## src/rtl/cpu_pkg.sv

```systemverilog
// cpu_pkg: shared instruction-store geometry and program-loader state encoding.
package cpu_pkg;
    localparam int IMEM_DEPTH  = 16;
    localparam int IMEM_ADDR_W = 4;
    localparam int INSTR_W     = 8;

    typedef enum logic [2:0] {
        S_IDLE,
        S_LOAD,
        S_CHECK,
        S_DONE,
        S_ERR
    } ld_state_t;
endpackage

```

## src/rtl/checksum8.sv

```systemverilog
// checksum8: 8-bit modular byte accumulator.
// Ports: clk, reset (sync, active-high), clr (restart at zero), en (add data), data, sum.
module checksum8
    import cpu_pkg::*;
(
    input  logic               clk,
    input  logic               reset,
    input  logic               clr,
    input  logic               en,
    input  logic [INSTR_W-1:0] data,
    output logic [INSTR_W-1:0] sum
);
    always_ff @(posedge clk) begin
        if (reset || clr)
            sum <= '0;
        else if (en)
            sum <= sum + data;
    end
endmodule

```

## src/rtl/program_loader.sv

```systemverilog
// program_loader: streams DEPTH program bytes plus a checksum into the instruction store.
// Ports: clk, reset (sync, active-high), start, in_valid/in_data/in_ready (byte stream),
//        mem_we/mem_addr/mem_wdata (store write port), cpu_hold, busy, done, error.
module program_loader
    import cpu_pkg::*;
#(
    parameter int DEPTH  = IMEM_DEPTH,
    parameter int ADDR_W = IMEM_ADDR_W
) (
    input  logic               clk,
    input  logic               reset,
    input  logic               start,
    input  logic               in_valid,
    input  logic [INSTR_W-1:0] in_data,
    output logic               in_ready,
    output logic               mem_we,
    output logic [ADDR_W-1:0]  mem_addr,
    output logic [INSTR_W-1:0] mem_wdata,
    output logic               cpu_hold,
    output logic               busy,
    output logic               done,
    output logic               error
);
    ld_state_t          state, state_nx;
    logic [ADDR_W-1:0]  idx;
    logic [INSTR_W-1:0] sum;
    logic [INSTR_W-1:0] total;
    logic               xfer, load_acc, restart;

    assign in_ready = (state == S_LOAD) || (state == S_CHECK);
    assign busy     = in_ready;
    assign done     = state == S_DONE;
    assign error    = state == S_ERR;
    assign cpu_hold = state != S_DONE;
    assign xfer     = in_valid && in_ready;
    assign load_acc = xfer && (state == S_LOAD);
    assign restart  = start && !in_ready;
    assign total    = sum + in_data;

    checksum8 u_sum (
        .clk  (clk),
        .reset(reset),
        .clr  (restart),
        .en   (load_acc),
        .data (in_data),
        .sum  (sum)
    );

    always_ff @(posedge clk) begin
        if (reset)
            state <= S_IDLE;
        else
            state <= state_nx;
    end

    always_comb begin
        state_nx = state;
        if (restart)
            state_nx = S_LOAD;
        else if (load_acc && idx == ADDR_W'(DEPTH - 1))
            state_nx = S_CHECK;
        else if (xfer && state == S_CHECK)
            state_nx = (total == '0) ? S_DONE : S_ERR;
    end

    // Write port is registered: an accepted byte appears on mem_* for exactly the next cycle.
    always_ff @(posedge clk) begin
        if (reset) begin
            idx       <= '0;
            mem_we    <= 1'b0;
            mem_addr  <= '0;
            mem_wdata <= '0;
        end else begin
            mem_we <= load_acc;
            if (restart)
                idx <= '0;
            if (load_acc) begin
                mem_addr  <= idx;
                mem_wdata <= in_data;
                idx       <= idx + 1'b1;
            end
        end
    end
endmodule

```

## config.mk

```make
export PLATFORM = sky130hd
export DESIGN_NAME = program_loader
export DESIGN_NICKNAME = d
export VERILOG_FILES = /design/src/rtl/cpu_pkg.sv /design/src/rtl/checksum8.sv /design/src/rtl/program_loader.sv
export SDC_FILE = /design/constraint.sdc
export NUM_CORES = 1
export LEC_CHECK = 0
export ABC_AREA = 1
export ABC_CLOCK_PERIOD_IN_PS = 2000
export CORE_ASPECT_RATIO = 0.8
export CORE_MARGIN = 2
export CORE_UTILIZATION = 40
export CTS_BUF_LIST = sky130_fd_sc_hd__clkbuf_8
export DETAILED_ROUTE_END_ITERATION = 7
export GPL_TIMING_DRIVEN = 0
export SLEW_MARGIN = 15
export SYNTH_ARGS = -nofsm -noshare
export SYNTH_HDL_FRONTEND = slang
export SYNTH_SLANG_ARGS = --single-unit
```

## constraint.sdc

```tcl
create_clock -name clk -period 2 [get_ports clk]
set_clock_uncertainty 0.05 [all_clocks]
set_input_delay 0.4 -clock clk [delete_from_list [all_inputs] [get_ports clk]]
set_output_delay 0.4 -clock clk [all_outputs]
set_load 0.05 [all_outputs]
```

* Word level (Yosys, flattened, before mapping) *
Cells that the tools add are included.

word-level totals
  register bits after elaboration = 28
  logic and storage cells = 36

cells by class
  add/subtract/negate cells = 2
  equal/unequal tests = 6
  mux-type cells = 6
  reductions and logical operators = 14

operator list
  kind                                                                   number
  8-bit adder                                                            1
  8-bit logical NOT                                                      1
  4-bit two-way mux                                                      2
  3-bit by 2-bit equality test with 1-bit output, second input constant  2
  1-bit logical AND                                                      5
  4-bit by 1-bit adder with 4-bit output, second input constant          1
  4-bit equality test, second input constant                             1
  2-bit two-way mux                                                      2
  2-bit nonzero test                                                     2
  3-bit by 1-bit equality test with 1-bit output, second input constant  1
  3-bit equality test, second input constant                             1
  3-bit two-way mux                                                      1
  3-bit by 2-bit != test with 1-bit output, second input constant        1
  3-bit nonzero test                                                     1
  3-bit OR reduction                                                     1
  1-bit logical OR                                                       2
  2-bit OR reduction                                                     1
  1-bit logical NOT                                                      1
  1-bit two-way mux                                                      1

* Logic depth before layout (Yosys ltp) *
  word-level depth = 7
  mapped depth = 15

* Cells and area by module *
From an unflattened synthesis, not the netlist that was laid out.

second synthesis, totals
  cell total of the unflattened synthesis = 272
  area, all modules = 1,858.0 µm²

modules (own cells, without submodules)
  module          times used  cells an instance  area each (µm²)  sequential area each (µm²)
  program_loader  1           176                1,191.1          400.4
  checksum8       1           96                 666.9            160.2

* Worst setup path before layout *
OpenSTA, ideal clock, no wires.

  path kind = register to output
  start = reg state[2]
  end = out error
  arrival = 1.487 ns
  required time = 1.550 ns
  path slack = 0.063 ns
  stages on the path, launching flop included = 3
  buffers on the path = 0
  path through = dfxtp_1 -> inv_1 -> nor3_1

between the ends
  word-level cells in the longest chain between the ends = 1

ends and longest elaborated chain
  what                    line                  source
  start, declared         program_loader.sv:24  ld_state_t state, state_nx;
  start signal, assigned  program_loader.sv:53  state <= state_nx;
  3-bit equality test     program_loader.sv:33  assign error = state == S_ERR;
  end, declared           program_loader.sv:22  output logic error

Every way passes these cells.

* Final worst setup path *
  start = reg state[0]
  end = out done

between the ends
  word-level cells in the longest chain between the ends = 1

ends and longest elaborated chain
  what                                            line                  source
  3-bit by 2-bit equality test with 1-bit output  program_loader.sv:32  assign done = state == S_DONE;
  end, declared                                   program_loader.sv:21  output logic done,

Every way passes these cells.

==> flow_summary.toml <==
[status]
outcome = "completed"

[layout]
seq_area_um2 = 562
layout.cells.non_filler = 292
diodes = 0
final_common_cell = "nand2_1"
area_growth_pct = 36.2
fillers = 337
final_cell_mix = "33 x nand2_1, 29 x inv_1, 28 x nor2_1"
multi_input_area_um2 = 915
fin_util_pct = 58.6
drive_gt1_share_pct = 21.6
nNetsFinal = 272

[sta]
report.final.slew_viol_count = 0
tightestPinTransition_ns = 0.499
fmax_ghz = 0.519
setup_ws_ns = 0.0719
max_slew_margin_pct = 66.6
tns_ns = 0
post-route-period-util_pct = 96.4
setup-violations-final = 0
hold_viol = 0
rsz0062_at_grt = "no"
finalCriticalPeriod_ns = 1.93

[critical_path]
r2r_slack_ns = 0.14
critPathRequiredTime_ns = 1.55
cp_top_family = "buffers and inverters"
slowest_delay_ns = 0.52
worstPathMaxFanout = 4
path_buf_inv = 3
cp_slowest_cell = "dlygate4sd2_1"
rr_endpoint = "state[1]"
cp-end-kind = "output pin"
reg2reg_depth = 12
reg2reg_from = "u_sum.sum[0]"
worstPathCellList = "inv_2, nor2_4, nand2_1, inv_1, dlygate4sd2_1"
crit_arrival_ns = 1.48
cp-start-kind = "flop"
critical_path_class = "flop to output pin"

[hold_path]
min_to = "mem_wdata[0]"
hold_start = "in_data[0]"
hold_depth = 3
min_path_type = "primary input to flop"

[pwr]
p_clk_share_pct = 32.9
p_int_w = 0.000966
seqPwrFrac_pct = 43.9
peakVddDrop_v = 0.000688
p_comb_share_pct = 23.2
p_sw_share_pct = 28.8
switchingPower_w = 0.000390
powerDensity_nw_per_um2 = 658
leakagePower_nw = 0.939

[detailed_routing]
wl_per_cell_um = 11.9
drt_wl_total_um = 3490
vias_per_cell = 4.74
drcViolationCount = 0
route.vias.total = 1385
ant_nets = 0
dr.pass1.iters = 4
drtIter0Drc = 72

[place]
place_ws_ns = -0.607
place_congestion = 0.794
io_buffers = 29
dp_hpwl_um = 2520
place_inst = 285

[floorplan]
die_y_um = 59.1
io_pins = 30
coreArea_um2 = 3520
dieArea_um2 = 4300
die_width_um = 72.8
row_count = 19
initial_core_util_pct = 43.1

[cts]
clk_latency_ns = 0.28
cts.hold.buffers_added = 0
cts_root_buf = "clkbuf_8"
h-tree-depth = 1
cts_sinks = 28
cts_buffer_depth = 2
clkTransAtPathRegs_ns = 0.10
cts_tree = "built"
cts_buffers = 3

[logic_synthesis]
synthTopCellsByArea = "dfxtp_1 37%, nand2_1 9.4%, inv_1 7.4%"
synth_top_area_share_pct = 37.0
ys_ff_latch = 28
synth_seq_area_share_pct = 37.0
yosys_warnings = 0
yosys.cell_types.count = 24
synth_fp_nets = 235
netlist_instances = 214
synth_top_area_cell = "dfxtp_1"
avgSynthCellArea_um2 = 7.08
synth_area_um2 = 1520

[grt]
grtUsageTotal_pct = 17.1
antenna_found_initial = 0
grt.overflow.total = 0
grt_max_degree = 17
grt_pass1_vias = 1229
grt_pass1_wl_um = 5620

[job]
cap_violations = 0
## cell type report
class	instances	area share (%)
multi-input cells	146	44.3
clock inverters	1	1.46
flip-flops and latches	28	27.2
plain buffers	6	1.64
inverters	34	6.19
repair buffers	32	14.6
well taps	42	2.55
clock buffers	3	2.00
## cells in the mapped netlist (all sizes together)
cell    count
a32o        1
nand3      15
clkbuf      1
nor3        2
a21oi      17
ha          8
xnor2       3
a221oi      1
nor2       32
fa          1
dfxtp      28
inv        34
nand4       1
buf         5
nand2      46
o21ai      17
or2         2
## state kept, by name, indices dropped and copies added, names as in the netlist
name	count
mem_wdata	8
u_sum.sum	8
idx	4
mem_addr	4
state	3
mem_we	1
## worst min-delay path, stage by stage
cell      delay [ns]
clkbuf_2        0.12
o21ai_0         0.09
nor2_1          0.08
## cell families (layout without fill, tap and decap cells)
group	after synthesis	in the layout	share of synthesized area [%]
compound gates	36	36	13.4
xor+xnor	3	3	1.73
fa+ha+maj	9	9	7.93
buf+inv	40	76	10.7
flops	28	28	37.0
simple gates	98	98	29.3
## worst max path at each step
stage                     cells after the start  endpoint        from
after floorplan                               2     error    state[2]
after global placement                       15  state[0]  in_data[0]
after detailed placement                     15  state[0]  in_data[0]
after CTS                                    13  state[1]  in_data[5]
after global routing                          5      done    state[0]
final                                         5      done    state[0]
## power by group through the flow
stage	Combinational (W)	Clock, W	Sequential, W
floorplan	0.000147	0	0.000656
global placement	0.000290	0	0.000607
detailed placement	0.000290	0	0.000607
CTS	0.000295	0.000461	0.000595
global route	0.000344	0.000483	0.000599
finish	0.000314	0.000446	0.000596
## routing by layer
| metal | vias to the layer above | GRT usage, % | share of wire (%) |
|---|---|---|---|
| li1 | 748 | - | - |
| met1 | 599 | 23.5 | 52 |
| met2 | 34 | 27.8 | 43 |
| met3 | 4 | 4.25 | 4.2 |
| met4 | 0 | 3.17 | 0.92 |
| met5 | - | 0 | 0 |
## repair_timing
item,CTS,global route
pin swaps,6,9
buffers inserted,2,1
endpoints found under the setup margin,9,5
hold endpoints to repair,0,0
gates resized for setup,14,26
## through the flow
step	cell area (um^2)	power, W	hold slack [ns]
detailed placement	1860	0.000897	0.410
global route	2060	0.00143	0.430
floorplan	1520	0.000803	0.398
global placement	1860	0.000897	0.406
finish	2060	0.00136	0.399
CTS	1970	0.00135	0.425
Note: power is estimated with default switching activity, not from simulation.
==> variant (same flow settings) <==
The package constant `INSTR_W` goes from 8 to 6.
--- a/src/rtl/cpu_pkg.sv
+++ b/src/rtl/cpu_pkg.sv
@@ -3,5 +3,5 @@
     localparam int IMEM_DEPTH  = 16;
     localparam int IMEM_ADDR_W = 4;
-    localparam int INSTR_W     = 8;
+    localparam int INSTR_W     = 6;
 
     typedef enum logic [2:0] {
Ports: changed (resized in_data and mem_wdata); port bits go from 30 to 26. The function was not compared with the original's and may differ.
==> variant against the original RTL <==
Synthesized cell count down 24%; sequential cell count down 4; setup slack worse by 47 ps; critical path depth up 5; synthesized area down 19%; final area down 22%; power down 15%; non-clock buffer count down 5; wire length down 26%; highest routed layer unchanged; largest cell class unchanged; critical endpoint is now state[0]; sequential power down 15%.
==> variant: results (changes against the original RTL) <==
- Result of the run: complete, no violations
- The number of inverters outside the clock class in the layout is 18 (-47%).
- The HPWL after detailed placement is 2010 um (-20%).
- The multi-input combinational area share came to 40.9% (-3.4 points).
* Register-to-register setup slack: 30 ps (-110 ps)
- Number of combinational gates with multiple inputs: 115 (-21%)
- The via count of the first global-routing pass came to 986 (-20%).
- The pin count of the biggest net entering global routing came to 15 (-2).
- The CTS clock-pin slew for the worst setup and hold paths was 80 ps (-20 ps).
* Number of non-clock buffers in the layout: 33 (-13%)
- The worst register-to-register path ends at state[0].
* Dominant delay contributor by cell family on the critical path: simple AND/OR/NAND/NOR gates
* Reg2Reg Depth: 10 (-2)
- The commonest cells after synthesis are 33 x nand2_1, 24 x dfxtp_1, 23 x nor2_1.
- Largest registers: mem_wdata x6, u_sum.sum x6
- The sequential cell count was 24 (-14%).
* Number of I/O port buffers: 25 (-14%)
- Post-synthesis cell count: 162 (-24%)
- Arrival time of data at the critical path endpoint: 2120 ps (+640 ps)
- Global-route usage over all layers: 16.4% (-0.75 points)
- Number of vias per cell: 4.81 (+1.3%)
* Count of nets after finishing: 212 (-22%)
- The largest incremental delay on the critical path was 470 ps (-50 ps).
- The count of placed standard cells in the final layout, fillers left out came to 232 (-21%).
- Number of gates resized after cts: 15 (+1)
- The first-pass GRT wire length is 4290 um (-24%).
- The placement-stage cell area is 1520 sq um (-18%).
- The filler cell count in the final layout is 272 (-19%).
- Seq/Total Area, Yosys: 39.4% (+2.4 points)
- Total nets after synthesis: 179 (-24%)
* Gpl congestion: 0.845 (+6.3%)
- Distinct cell type count after synthesis: 30 (+25%)
* Leakage power: 0.000704 uW (-25%)
- Internal power summed over all cells: 853 uW (-12%)
-- variant: kinds of logic (layout without fill, tap and decap cells) --
kind of cell / count (synthesis) / in the layout / synth area share, %
buffers and inverters: 23 / 55 / 8.41
adders and majority gates: 7 / 7 / 7.79
AOI/OAI and AO/OA: 32 / 32 / 15.1
DFF: 24 / 24 / 39.4
xor gates and xnor gates: 1 / 1 / 0.718
and+or+nand+nor: 75 / 75 / 28.6
-- variant: metrics by stage --
step / total power [uW] / hold WS [ps] / TNS, ps / util [%] / worst slack (ps)
floorplan: 672 / 396 / 0 / - / 85.7
global placement: 744 / 409 / -1490 / 53.6 / -489
detailed placement: 748 / 407 / -1880 / 53.6 / -595
CTS: 1170 / 402 / -6.97 / 56.7 / -6.97
global route: 1220 / 416 / -66.3 / 57.1 / -37.7
finish: 1160 / 407 / 0 / 57.1 / 25.0
-- variant: routing by layer --
metal | wire [um] | track usage (%) | vias to the layer above | part of all wire [%]
li1 | - | - | 593 | -
met1 | 1310 | 21.9 | 501 | 51
met2 | 1150 | 25.9 | 19 | 44
met3 | 113 | 4.68 | 2 | 4.4
met4 | 17 | 4.17 | 0 | 0.66
met5 | 0 | 0 | - | 0
-- variant: power by group through the flow --
stage	combinational (uW)	sequential [uW]	clock, uW
4_1_cts	230	509	428
5_1_grt	256	512	451
6_report	234	509	414
2_1_floorplan	111	560	0
3_5_place_dp	228	520	0
3_3_place_gp	225	519	0
-- variant: how the worst max path moves through the flow --
stage / endpoint / from / slack, ps / cells past startpoint
2_1_floorplan: error / state[2] / 90 / 2
3_3_place_gp: state[0] / in_data[0] / -490 / 11
3_5_place_dp: state[0] / in_data[0] / -590 / 11
4_1_cts: state[0] / u_sum.sum[0] / -7 / 10
5_1_grt: state[1] / u_sum.sum[0] / -40 / 10
6_report: state[0] / u_sum.sum[0] / 30 / 10
